===== src/rtl/dbf_seq_ctrl.sv =====
// -----------------------------------------------------------------------------
// dbf_seq_ctrl
// Scanline sequencer for a digital beamformer. For each scanline of a frame it
// opens a transmit window, waits a settle interval, opens a receive window in
// which it sweeps the shared delay LUT address, then waits in an inter-line gap
// until both a minimum gap time has elapsed and the beamsum consumer has
// acknowledged the line. All outputs are registered.
//
// Ports
//   clk          in   sole clock, rising edge
//   rst          in   asynchronous active-high reset
//   frame_start  in   single-cycle request to begin a frame (honoured in IDLE)
//   abort        in   immediate frame termination request
//   line_ack     in   consumer has accepted the current line (sampled in GAP)
//   tx_en        out  transmit window to all DBF channels
//   start        out  receive/beamform window to all DBF channels
//   dbf_lut_addr out  delay LUT address, common to all channels
//   dbf_lut_we   out  LUT access strobe, common to all channels
//   line_idx     out  current scanline index
//   line_done    out  one-cycle pulse on the first GAP cycle of each line
//   frame_done   out  one-cycle pulse on the first IDLE cycle after the last line
//   aborted      out  one-cycle pulse acknowledging an abort
//   busy         out  high in every state other than IDLE
// -----------------------------------------------------------------------------
module dbf_seq_ctrl #(
    parameter int ADDR_WD    = 12,
    parameter int LINE_WD    = 8,
    parameter int TX_LEN     = 64,
    parameter int SETTLE_LEN = 16,
    parameter int RX_LEN     = 2048,
    parameter int GAP_LEN    = 32,
    parameter int NUM_LINES  = 128
) (
    input  logic               clk,
    input  logic               rst,
    input  logic               frame_start,
    input  logic               abort,
    input  logic               line_ack,
    output logic               tx_en,
    output logic               start,
    output logic [ADDR_WD-1:0] dbf_lut_addr,
    output logic               dbf_lut_we,
    output logic [LINE_WD-1:0] line_idx,
    output logic               line_done,
    output logic               frame_done,
    output logic               aborted,
    output logic               busy
);

    // One shared down-counter serves every timed phase; it must hold RX_LEN-1.
    localparam int CNT_WD = (ADDR_WD > 16) ? ADDR_WD : 16;

    // Counter reload values: each phase runs while the counter walks down to 0.
    localparam logic [CNT_WD-1:0]  TX_LOAD     = CNT_WD'(TX_LEN - 1);
    localparam logic [CNT_WD-1:0]  SETTLE_LOAD = CNT_WD'(SETTLE_LEN - 1);
    localparam logic [CNT_WD-1:0]  RX_LOAD     = CNT_WD'(RX_LEN - 1);
    localparam logic [CNT_WD-1:0]  GAP_LOAD    = CNT_WD'(GAP_LEN - 1);
    localparam logic [LINE_WD-1:0] LAST_LINE   = LINE_WD'(NUM_LINES - 1);

    typedef enum logic [2:0] {
        ST_IDLE   = 3'd0,
        ST_TX     = 3'd1,
        ST_SETTLE = 3'd2,
        ST_RX     = 3'd3,
        ST_GAP    = 3'd4
    } state_t;

    state_t              state_r;
    logic [CNT_WD-1:0]   cnt_r;
    logic                ack_seen_r;

    // Counter has reached the last cycle of the current phase.
    logic                cnt_zero_s;
    // Consumer acknowledge, either latched earlier in GAP or present now.
    logic                ack_ok_s;

    // Phase-end and acknowledge qualifiers for the sequencer.
    always_comb begin
        cnt_zero_s = (cnt_r == {CNT_WD{1'b0}});
        ack_ok_s   = ack_seen_r | line_ack;
    end

    // Sequencer FSM: state, shared counter, sticky ack flag and all outputs.
    always_ff @(posedge clk or posedge rst) begin
        if (rst) begin
            state_r      <= ST_IDLE;
            cnt_r        <= {CNT_WD{1'b0}};
            ack_seen_r   <= 1'b0;
            tx_en        <= 1'b0;
            start        <= 1'b0;
            dbf_lut_addr <= {ADDR_WD{1'b0}};
            dbf_lut_we   <= 1'b0;
            line_idx     <= {LINE_WD{1'b0}};
            line_done    <= 1'b0;
            frame_done   <= 1'b0;
            aborted      <= 1'b0;
            busy         <= 1'b0;
        end else begin
            // Status pulses last exactly one cycle unless re-armed below.
            line_done  <= 1'b0;
            frame_done <= 1'b0;
            aborted    <= 1'b0;

            if (abort && (state_r != ST_IDLE)) begin
                // Abort wins over any phase end, so line/frame completion
                // pulses are suppressed in the same cycle.
                state_r      <= ST_IDLE;
                cnt_r        <= {CNT_WD{1'b0}};
                ack_seen_r   <= 1'b0;
                tx_en        <= 1'b0;
                start        <= 1'b0;
                dbf_lut_addr <= {ADDR_WD{1'b0}};
                dbf_lut_we   <= 1'b0;
                line_idx     <= {LINE_WD{1'b0}};
                aborted      <= 1'b1;
                busy         <= 1'b0;
            end else begin
                case (state_r)
                    ST_IDLE: begin
                        // abort in IDLE blocks a simultaneous frame_start.
                        if (frame_start && !abort) begin
                            state_r <= ST_TX;
                            cnt_r   <= TX_LOAD;
                            tx_en   <= 1'b1;
                            busy    <= 1'b1;
                        end else begin
                            state_r <= ST_IDLE;
                            cnt_r   <= {CNT_WD{1'b0}};
                            tx_en   <= 1'b0;
                            busy    <= 1'b0;
                        end
                        ack_seen_r   <= 1'b0;
                        start        <= 1'b0;
                        dbf_lut_addr <= {ADDR_WD{1'b0}};
                        dbf_lut_we   <= 1'b0;
                        line_idx     <= {LINE_WD{1'b0}};
                    end

                    ST_TX: begin
                        if (cnt_zero_s) begin
                            state_r <= ST_SETTLE;
                            cnt_r   <= SETTLE_LOAD;
                            tx_en   <= 1'b0;
                        end else begin
                            cnt_r   <= cnt_r - CNT_WD'(1);
                            tx_en   <= 1'b1;
                        end
                    end

                    ST_SETTLE: begin
                        if (cnt_zero_s) begin
                            state_r      <= ST_RX;
                            cnt_r        <= RX_LOAD;
                            start        <= 1'b1;
                            dbf_lut_we   <= 1'b1;
                            dbf_lut_addr <= {ADDR_WD{1'b0}};
                        end else begin
                            cnt_r        <= cnt_r - CNT_WD'(1);
                        end
                    end

                    ST_RX: begin
                        if (cnt_zero_s) begin
                            // Address returns to 0 on exit rather than
                            // incrementing, so a full-range sweep never wraps.
                            state_r      <= ST_GAP;
                            cnt_r        <= GAP_LOAD;
                            start        <= 1'b0;
                            dbf_lut_we   <= 1'b0;
                            dbf_lut_addr <= {ADDR_WD{1'b0}};
                            line_done    <= 1'b1;
                        end else begin
                            cnt_r        <= cnt_r - CNT_WD'(1);
                            dbf_lut_addr <= dbf_lut_addr + ADDR_WD'(1);
                        end
                    end

                    ST_GAP: begin
                        if (cnt_zero_s && ack_ok_s) begin
                            ack_seen_r <= 1'b0;
                            if (line_idx == LAST_LINE) begin
                                state_r    <= ST_IDLE;
                                cnt_r      <= {CNT_WD{1'b0}};
                                line_idx   <= {LINE_WD{1'b0}};
                                frame_done <= 1'b1;
                                busy       <= 1'b0;
                            end else begin
                                state_r    <= ST_TX;
                                cnt_r      <= TX_LOAD;
                                line_idx   <= line_idx + LINE_WD'(1);
                                tx_en      <= 1'b1;
                            end
                        end else begin
                            // Minimum gap counts down, then holds at 0 while
                            // the acknowledge is still outstanding.
                            ack_seen_r <= ack_ok_s;
                            if (cnt_zero_s) begin
                                cnt_r <= {CNT_WD{1'b0}};
                            end else begin
                                cnt_r <= cnt_r - CNT_WD'(1);
                            end
                        end
                    end

                    default: begin
                        state_r      <= ST_IDLE;
                        cnt_r        <= {CNT_WD{1'b0}};
                        ack_seen_r   <= 1'b0;
                        tx_en        <= 1'b0;
                        start        <= 1'b0;
                        dbf_lut_addr <= {ADDR_WD{1'b0}};
                        dbf_lut_we   <= 1'b0;
                        line_idx     <= {LINE_WD{1'b0}};
                        busy         <= 1'b0;
                    end
                endcase
            end
        end
    end

endmodule


===== config.mk =====
export PLATFORM = sky130hd
export DESIGN_NAME = dbf_seq_ctrl
export DESIGN_NICKNAME = d
export VERILOG_FILES = /design/src/rtl/dbf_seq_ctrl.sv
export SDC_FILE = /design/constraint.sdc
export NUM_CORES = 1
export LEC_CHECK = 0
export ABC_AREA = 1
export BUFFER_PORTS_ARGS = -buffer_cell sky130_fd_sc_hd__buf_2
export CAP_MARGIN = 20
export CORE_AREA = 2 2 76 78
export DETAILED_ROUTE_END_ITERATION = 7
export DIE_AREA = 0 0 78 80
export PLACE_DENSITY_LB_ADDON = 0.3
export SLEW_MARGIN = 5
export SYNTH_ARGS = -nofsm -noshare
export SYNTH_HDL_FRONTEND = slang
export SYNTH_SLANG_ARGS = --single-unit

===== constraint.sdc =====
create_clock -name clk -period 5 [get_ports clk]
set_input_delay 0.75 -clock clk [delete_from_list [all_inputs] [get_ports clk]]
set_output_delay 0.75 -clock clk [all_outputs]
set_load 0.05 [all_outputs]

* Yosys cells after proc, flatten, opt, wreduce, memory -nomap -nowiden
Cells that the tools add are included.
Cells by class: add/sub/neg operators 3, multipliers 0, divide/modulo/power cells 0, order comparisons 0, equal/unequal tests 14, shifts and indexed selects 0, multiplexer cells 50, bitwise gates (word level) 1, reduce and logical (&&, ||, !) cells 16
Operator list (number):
- 16-bit two-way mux | 6
- 16-bit one-hot mux with 5 select lines | 1
- 12-bit two-way mux | 3
- 12-bit one-hot mux with 3 select lines | 1
- 8-bit two-way mux | 3
- 1-bit two-way mux | 23
- 3-bit != test, second input constant | 6
- 16-bit logical NOT | 1
- 8-bit one-hot mux with 2 select lines | 1
- 16-bit by 1-bit subtractor with 16-bit output, second input constant | 1
- 3-bit two-way mux | 5
- 3-bit one-hot mux with 5 select lines | 1
- 12-bit by 1-bit adder with 12-bit output, second input constant | 1
- 6-bit two-way mux | 2
- 3-bit AND reduction | 3
- 8-bit by 1-bit adder with 8-bit output, second input constant | 1
- 8-bit by 7-bit equality test with 1-bit output, second input constant | 1
- 3-bit by 2-bit equality test with 1-bit output, second input constant | 2
- 2-bit by 1-bit != test with 1-bit output, second input constant | 3
- 1-bit one-hot mux with 3 select lines | 2
- 1-bit one-hot mux with 4 select lines | 1
- 2-bit AND reduction | 2
- 4-bit AND reduction | 1
- 2-bit OR reduction | 2
- 9 further kinds | 11
Storage, ports and cells: register bits 46, bits in latches 0, memory bits (writable) 0, ROM bits 0, bits of input ports 5, output and inout bits 27, word-level logic and storage cells 95, memories 0

* Longest topological paths before layout
Gate-level depths: netlist of the first run.
depth in word-level cells 5, gate-level depth with buffers 12, depth with buffers taken out 12

* Worst setup path after synthesis of the first run
No wires, ideal clock.
kind in2reg, start in line_ack, end reg line_idx[4], setup time 0.119 ns, arrival 1.678 ns, required time 4.881 ns, setup slack 3.202 ns, stages on the path 8, buffers on the path 1, path through or2_2 -> nand3_2 -> nand2_2 -> nor2_4 -> nor2_8 -> buf_6 -> nand2_1 -> o21ai_2
Between the ends: longest elaborated chain between the ends 4
RTL lines:
- from (decl) | line 38 | input logic line_ack,
- 1-bit OR | line 80 | ack_ok_s = ack_seen_r | line_ack;
- 1-bit logical AND | line 179 | if (cnt_zero_s && ack_ok_s) begin
- 3-bit != test (no source line)
- 2-bit AND reduction (no source line)
- to (signal assigned) | line 93 | line_idx <= {LINE_WD{1'b0}};
- to (signal assigned) | line 184 | line_idx <= {LINE_WD{1'b0}};
- to (signal assigned) | line 190 | line_idx <= line_idx + LINE_WD'(1);
- to (decl) | line 43 | output logic [LINE_WD-1:0] line_idx,
Every way passes these cells. A chain may end at the register's enable or synchronous reset.

* Final worst setup path of the first run
start reg cnt_r[0], end reg dbf_lut_addr[3]
Between the ends: longest elaborated chain between the ends 4, elaborated cells between the ends (all ways) 6, those cells by class eq/ne: 1; mux: 3; reduce/logical: 2
RTL lines:
- from (decl) | line 69 | logic [CNT_WD-1:0] cnt_r;
- from (signal assigned) | line 87 | cnt_r <= {CNT_WD{1'b0}};
- from (signal assigned) | line 108 | cnt_r <= {CNT_WD{1'b0}};
- from (signal assigned) | line 128 | cnt_r <= {CNT_WD{1'b0}};
- 16-bit logical NOT * | line 79 | cnt_zero_s = (cnt_r == {CNT_WD{1'b0}});
- 12-bit two-way mux | line 163 | if (cnt_zero_s) begin
- 12-bit one-hot mux with 3 select lines | line 118 | case (state_r)
- 12-bit two-way mux | line 104 | if (abort && (state_r != ST_IDLE)) begin
- to (signal assigned) | line 112 | dbf_lut_addr <= {ADDR_WD{1'b0}};
- to (signal assigned) | line 170 | dbf_lut_addr <= {ADDR_WD{1'b0}};
- to (signal assigned) | line 174 | dbf_lut_addr <= dbf_lut_addr + ADDR_WD'(1);
- to (decl) | line 41 | output logic [ADDR_WD-1:0] dbf_lut_addr,
Mark *: on every way between the ends. The rest lies on a longest branch, timed or not.

==> reports/summary.md, run 1 <==
• **status** complete, no violations
• **height of the chip** 80 um
• **arrival time of the worst setup path** 2.17 ns
• **worst reg2reg startpoint** cnt_r[0]$_DFF_PP0_
• **number of instances in the synthesized netlist** 382
• **critical path start-end classification** flop to flop
• **flop-to-flop setup slack** 3.03 ns
• **clock transition time at the flip-flop clock pins of the worst setup and hold paths** 0.09 ns
• **total negative slack for setup checks** 0 ns
• **crit path max fanout** 13
• **maximum cell stage delay along the critical path** 0.39 ns
• **worst endpoint required time** 5.19 ns
• **maximum number of pins on one net before global-route repair** 47
• **GRT busiest layer** met2
• **dominant cells by area after synthesis** dfrtp_1, nand2_1, nor2_1
• **Commonest cells post-synth** nand2_1, nor2_1, dfrtp_1
• **Pwr Total** 1.69 mW
• **part of the power in registers** 29.9%
• **Async S/R FF share, synth** 100%
• **clock network fraction of total power** 14.0%
• **part of the total power dissipated in combinational logic** 56.1%
• **clock sink count** 46
• **post-synth design cell area** 2870 um2
• **Final Critical Period** 1.97 ns
• **cell chain of the critical path** inv_1 > ha_1 > nand2_4 > nor2_8 > nand2_2 > nand2_2 > o21ai_4 > inv_2 > o21ai_1
• **parity-gate share of the synthesized area counting xor and xnor cells** 5.50%
• **total of hold buffers inserted after clock tree synthesis** 0
• **#FFs+latches synth** 46
• **most frequently used cell type in the post-synthesis netlist** nand2_1
• **worst-skew pair later-pin latency** 0.30 ns
• **post-detailed-routing wire length** 6350 um
• **global routing met3 resource utilization** 3.96%
• **Detail Route Antenna Nets** 0
• **power per cell area** 532 nW/um2
• **maximum clock frequency** 0.507 GHz
• **number of warnings printed during yosys synthesis** 0
• **total count of max-transition violations in the final report** 0
• **Crit. End Element** flop
• **sw frac** 51.0%
• **count of boundary I/O pins** 32
• **weighted congestion at the end of routability-driven global placement** 0.876
• **Final #Nets** 421
• **number of buffers inserted to repair setup after CTS** 0
• **Non-Filler Instances** 486
• **Compound-Gate Fraction of Synth Area** 7.42%
• **unrepaired setup endpoints after global routing** no
• **distinct cell type count of the synthesized netlist** 34
• **hold violation total from the final report** 0
• **via count of the first global-routing pass** 2,381
• **setup violation total in the final timing report** 0
• **max capacitance violation total** 0
• **largest buffer count on any clock path** 2
• **Port Buffer Count** 31
• **Final Cell Area** 3170 um2
• **total gr overflow** 0
• **basic-gate share of the synthesized area counting and, or, nand and nor cells** 38.3%
• **clock buffers created by TritonCTS** 5
• **number of enable-type register cells in the synthesized netlist** 0
• **area fraction of the dominant cell type after synthesis** 40.2%
• **portion of netlist area occupied by mux cells** 0%
• **r2r endpoint** dbf_lut_addr[3]$_DFFE_PP0P_
• **average detailed-routed wire length per instance** 13.1 um
• **leakage power of the design** 1.62 nW
• **core area** 5410 um2
• **Die Outline Area** 6240 um2
• **post-synthesis net count** 390
• **Worst Tran Pin Value** 0.416 ns
• **CTS tree** yes
• **number of optimization iterations in the first detailed-route pass** 7
• **adder-cell area share of the yosys netlist** 1.31%
• **Post-CTS Resized** 0
• **half-perimeter wire length of the detailed placement result** 4710 um
• **worst reg2reg path depth** 9
• **buffer cell driving the clock tree root** clkbuf_8
• **Peak supply drop** 0.447 mV
• **utilization of the core after routing** 58.7%
• **largest family of logic cells by synthesized area** simple AND/OR/NAND/NOR gates
• **Chip Width** 78 um
• **cell area reported after detailed placement** 3060 um2
• **effective utilization at floorplan** 53.0%
• **H-tree Lvls** 2
• **Cell Int Power** 0.826 mW
• **Yosys top cell by area** dfrtp_1
• **commonest register cell after synthesis** dfrtp_1
• **antenna violations before repair** 0
• **wire length of the first global-routing pass** 10,900 um
• **sort of element at the start of the critical path** flop
• **switching power total** 0.860 mW
• **placement row count** 27
• **Area Overhead vs Synth** 10.7%
• **largest clock skew in the final design** 0.0114 ns
• **cell count after placement** 477
• **GR met2 Demand/Resource** 36.1%
• **Vias per Instance** 5.37
• **dominant cell type by count on the critical path** nand2_2
• **type of the tightest min-delay check** primary input to async pin
• **worst slew margin relative to its limit** 72.2%
• **part of the Yosys area used for sequential elements** 40.2%
• **met1 routing resource usage after global routing** 29.5%
• **vias** 2,612
• **Mean Syn Cell Area** 7.50 um2
• **all-layer global routing usage** 21.8%
• **share of layout cells above drive strength 1** 19.6%
• **ratio of final minimum period to clock period** 39.5%
• **Critical Path Slowest Stage Cell** dfrtp_1
• **DRC violation total after the first TritonRoute iteration** 171
• **count of inserted antenna diode cells** 0
• **DRC violations left** 0
-- power groups by stage --
| stage | Combinational, mW | Clock, mW | Sequential (mW) |
|---|---|---|---|
| final | 0.945 | 0.236 | 0.504 |
| after global routing | 1.05 | 0.259 | 0.516 |
| after CTS | 0.939 | 0.241 | 0.504 |
| after detailed placement | 0.936 | 0 | 0.511 |
| after global placement | 0.924 | 0 | 0.510 |
| after floorplan | 0.712 | 0 | 0.563 |
-- layout make-up --
cell class,count,area [um2]
Clock inverter,1,5.00
Multi-Input combinational cell,286,1510
Sequential cell,46,1150
Fill cell,509,2230
Tap cell,72,90.1
Inverter,42,158
Clock buffer,7,86.3
Timing Repair Buffer,32,175
-- metal layers --
layer  wire length, um  vias up  part of all wire, %
met4               104        0                  1.6
met1              2970     1209                   47
met5                 0        -                    0
li1                  -     1290                    -
met2              2980       97                   47
met3               296       16                  4.7
-- state kept, by name, summed over array words and instances (netlist names) --
name / count
aborted: 1
ack_seen_r: 1
busy: 1
cnt_r: 16
dbf_lut_addr: 12
dbf_lut_we: 1
frame_done: 1
line_done: 1
line_idx: 8
state_r: 3
tx_en: 1
-- logic make-up (layout without fill, tap and decap cells) --
| family | after synthesis | after routing |
|---|---|---|
| AO/OA/AOI/OAI | 38 | 38 |
| AND/OR/NAND/NOR | 227 | 227 |
| flip-flops | 46 | 46 |
| buffers and inverters | 50 | 82 |
| XOR/XNOR | 18 | 18 |
| adder cells (fa/ha/maj) | 3 | 3 |
-- worst max path at each step --
stage | end | depth (start not counted) | from | slack, ns
after floorplan | aborted$_DFF_PP0_ | 1 | rst | 3.16
after global placement | dbf_lut_addr[0]$_DFFE_PP0P_ | 6 | abort | 2.96
after detailed placement | dbf_lut_addr[3]$_DFFE_PP0P_ | 6 | abort | 2.95
after CTS | dbf_lut_addr[3]$_DFFE_PP0P_ | 9 | cnt_r[0]$_DFF_PP0_ | 3.02
after global routing | dbf_lut_addr[0]$_DFFE_PP0P_ | 9 | cnt_r[0]$_DFF_PP0_ | 2.84
final | dbf_lut_addr[3]$_DFFE_PP0P_ | 9 | cnt_r[0]$_DFF_PP0_ | 3.03
-- cells in the final DEF, fill, tap and decap left out, types with 6 or more instances in the layout --
| cell | instances |
|---|---|
| xor2_1 | 15 |
| nand3_1 | 30 |
| inv_1 | 31 |
| dfrtp_1 | 46 |
| buf_2 | 31 |
| nor2_2 | 8 |
| a21oi_1 | 9 |
| nor2_1 | 48 |
| o21ai_1 | 19 |
| nand4_1 | 14 |
| nor3_1 | 10 |
| clkbuf_8 | 6 |
| inv_2 | 11 |
| nand2_1 | 92 |
-- through the flow --
step,hold slack (ns),setup WS [ns]
detailed placement,0.467,2.95
floorplan,0.444,3.16
finish,0.318,3.03
CTS,0.486,3.02
global placement,0.456,2.96
global route,0.326,2.84
-- worst max-delay path: cells and delay by family, from the launching register on --
family                   cells  cell delay, ns
AO/OA/AOI/OAI                2            0.20
adder cells (fa/ha/maj)      1            0.27
buffers and inverters        2            0.27
flip-flops                   1            0.39
AND/OR/NAND/NOR              4            0.73
Power figures use the tool's default switching activity.
==> run 2, diff against run 1 <==
CORE_AREA = 2 2 77 79   (was 2 2 76 78)
DIE_AREA = 0 0 79 81   (was 0 0 78 80)
clock period = 1.59 ns   (was 5 ns; I/O delays follow)
==> run 2 against run 1 <==
Effect of this change:
- the run now ends with negative setup slack left
- maximum frequency is 22% higher
- clock skew is 0.0042 ns lower
- die area is 2.5% higher
- via count is 5.8% higher
- critical endpoint is now cnt_r[3]$_DFF_PP0_
- largest cell class unchanged
- highest routed layer unchanged
==> reports/summary.md, run 2 (synthesis gave the netlist of run 1 again) <==
• **core area** 5680 um2
• **Pwr Total** 6.57 mW
• **Vias per Instance** 5.15
• **height of the chip** 81 um
• **setup violation total in the final timing report** 5
• **worst slew margin relative to its limit** 78.9%
• **average detailed-routed wire length per instance** 13.0 um
• **Port Buffer Count** 31
• **r2r endpoint** cnt_r[3]$_DFF_PP0_
• **commonest non-fill, non-tap cell in the layout** nand2_1
• **uppermost routed layer** met4
• **Largest regs** cnt_r: 16 flops, dbf_lut_addr: 12 flops, line_idx: 8 flops
• **wire length of the first global-routing pass** 11,500 um
• **critical path start-end classification** flop to flop
• **unrepaired setup endpoints after global routing** yes
• **effective utilization at floorplan** 50.5%
• **DP Worst Slack** -0.0802 ns
• **DRC violation total after the first TritonRoute iteration** 132
• **Crit. End Element** flop
• **Area Overhead vs Synth** 28.7%
• **placement row count** 28
• **flop-to-flop setup slack** -0.03 ns
• **buffer cell driving the clock tree root** clkbuf_8
• **via count of the first global-routing pass** 2,536
• **failing checks** negative setup slack
• **largest clock skew in the final design** 0.00720 ns
• **routed length on met1** 3070 um
• **status** finished with violations
• **Detail Route Antenna Nets** 0
• **worst reg2reg path depth** 10
• **all-layer global routing usage** 22.5%
• **count of inserted antenna diode cells** 0
• **origin of the worst min-delay path** abort
• **number of optimization iterations in the first detailed-route pass** 4
• **Die Outline Area** 6400 um2
• **final setup margin** -0.0270 ns
• **count of boundary I/O pins** 32
• **weighted congestion at the end of routability-driven global placement** 0.898
• **half-perimeter wire length of the detailed placement result** 5060 um
• **worst-skew pair later-pin latency** 0.30 ns
• **Top reg by flops** cnt_r
• **H-tree Lvls** 2
• **sum of met3 wire segment lengths after detailed routing** 285 um
• **arrival time of the worst setup path** 1.80 ns
• **Hold Crit Endpoint** line_idx[1]$_DFFE_PP0P_
• **crit path max fanout** 5
• **power per cell area** 1780 nW/um2
• **post-detailed-routing wire length** 6980 um
• **cell count after placement** 518
• **total count of max-transition violations in the final report** 0
• **Non-Filler Instances** 537
• **antenna violations before repair** 0
• **worst endpoint required time** 1.78 ns
• **number of flip-flops under the largest register name** 16
• **Worst Tran Pin Value** 0.314 ns
• **worst reg2reg startpoint** cnt_r[0]$_DFF_PP0_
• **commonest cells after routing, fill and taps aside** nand2_1, buf_4, nor2_1, dfrtp_1, buf_2
• **sort of element at the start of the critical path** flop
• **Hold Path Cell Cnt** 4
• **maximum number of pins on one net before global-route repair** 47
• **Peak supply drop** 1.04 mV
• **utilization of the core after routing** 65.0%
• **share of layout cells above drive strength 1** 35.3%
• **type of the tightest min-delay check** primary input to flop
• **vias** 2,764
• **Final Critical Period** 1.62 ns
• **Final #Nets** 469
• **Detail Route met2 WL** 3510 um
• **largest buffer count on any clock path** 2
• **maximum clock frequency** 0.618 GHz
• **CTS tree** yes
• **Layout fillers** 502
• **clock buffers created by TritonCTS** 5
• **hold violation total from the final report** 0
• **clock transition time at the flip-flop clock pins of the worst setup and hold paths** 0.08 ns
• **max capacitance violation total** 0
• **leakage power of the design** 1.86 nW
• **Chip Width** 79 um
• **total negative slack for setup checks** -0.0676 ns
• **clock sink count** 46
• **DRC violations left** 0
• **ratio of final minimum period to clock period** 102%
• **total gr overflow** 0
run 2: cell types whose count changed in the layout (fill, tap and decap cells not counted), sizes merged:
| cell | previous run | this run |
|---|---|---|
| clkbuf | 7 | 6 |
| dlygate4sd3 | 0 | 1 |
| clkinvlp | 0 | 1 |
| buf | 32 | 79 |
run 2: worst max path at each step:
stage / from / to / slack [ns] / depth (start not counted)
detailed placement: cnt_r[0]$_DFF_PP0_ / dbf_lut_addr[2]$_DFFE_PP0P_ / -0.08 / 9
global placement: cnt_r[0]$_DFF_PP0_ / dbf_lut_addr[2]$_DFFE_PP0P_ / -0.009 / 9
global route: cnt_r[4]$_DFF_PP0_ / line_idx[1]$_DFFE_PP0P_ / -0.12 / 10
finish: cnt_r[0]$_DFF_PP0_ / cnt_r[3]$_DFF_PP0_ / -0.03 / 10
floorplan: cnt_r[0]$_DFF_PP0_ / line_idx[6]$_DFFE_PP0P_ / 0.002 / 11
CTS: cnt_r[7]$_DFF_PP0_ / line_idx[2]$_DFFE_PP0P_ / -0.0007 / 10
run 2: timing repair:
item,in CTS,in global routing
setup buffers,5,5
hold buffers,1,0
pin swaps,5,15
hold endpoints to repair,46,0
setup endpoints to repair,23,29
gates resized for setup,11,28
cloned,0,0
run 2: cell type report:
type	count	area, um2	area share, %
repair buffers	80	558	15.1
clock inverters	2	12.5	0.339
flip-flops and latches	46	1160	31.4
well taps	75	93.8	2.54
clock buffers	6	82.6	2.24
inverters	42	160	4.34
multi-input cells	286	1620	44.0
run 2: metal layers:
layer | global-route usage (%) | vias up
met5 | 0 | -
met4 | 6.55 | 0
met3 | 3.33 | 7
met2 | 37.9 | 71
met1 | 30.3 | 1296
li1 | - | 1390
run 2: per-stage QoR:
stage | hold slack [ns] | cell area, um2
floorplan | 0.395 | 2880
global placement | 0.292 | 3370
detailed placement | 0.295 | 3370
CTS | 0.315 | 3550
global route | 0.339 | 3690
finish | 0.323 | 3690
run 2: report_power, final:
group | switching [mW] | total (mW) | internal, mW | leakage, nW
Clock | 0.408 | 0.757 | 0.350 | 0.0472
Sequential | 0.208 | 1.60 | 1.39 | 0.618
Combinational | 2.48 | 4.21 | 1.73 | 1.19
run 2: worst max-delay path, cell delays in order, from the launching register on:
cell and delay (ns):
dfrtp_1 0.39, inv_2 0.08, ha_4 0.15, nand2_4 0.08, nor2_4 0.13, buf_6 0.12, nand4_4 0.14, o21ai_1 0.16
nand2_1 0.09, nand2_2 0.11, nor2_1 0.05
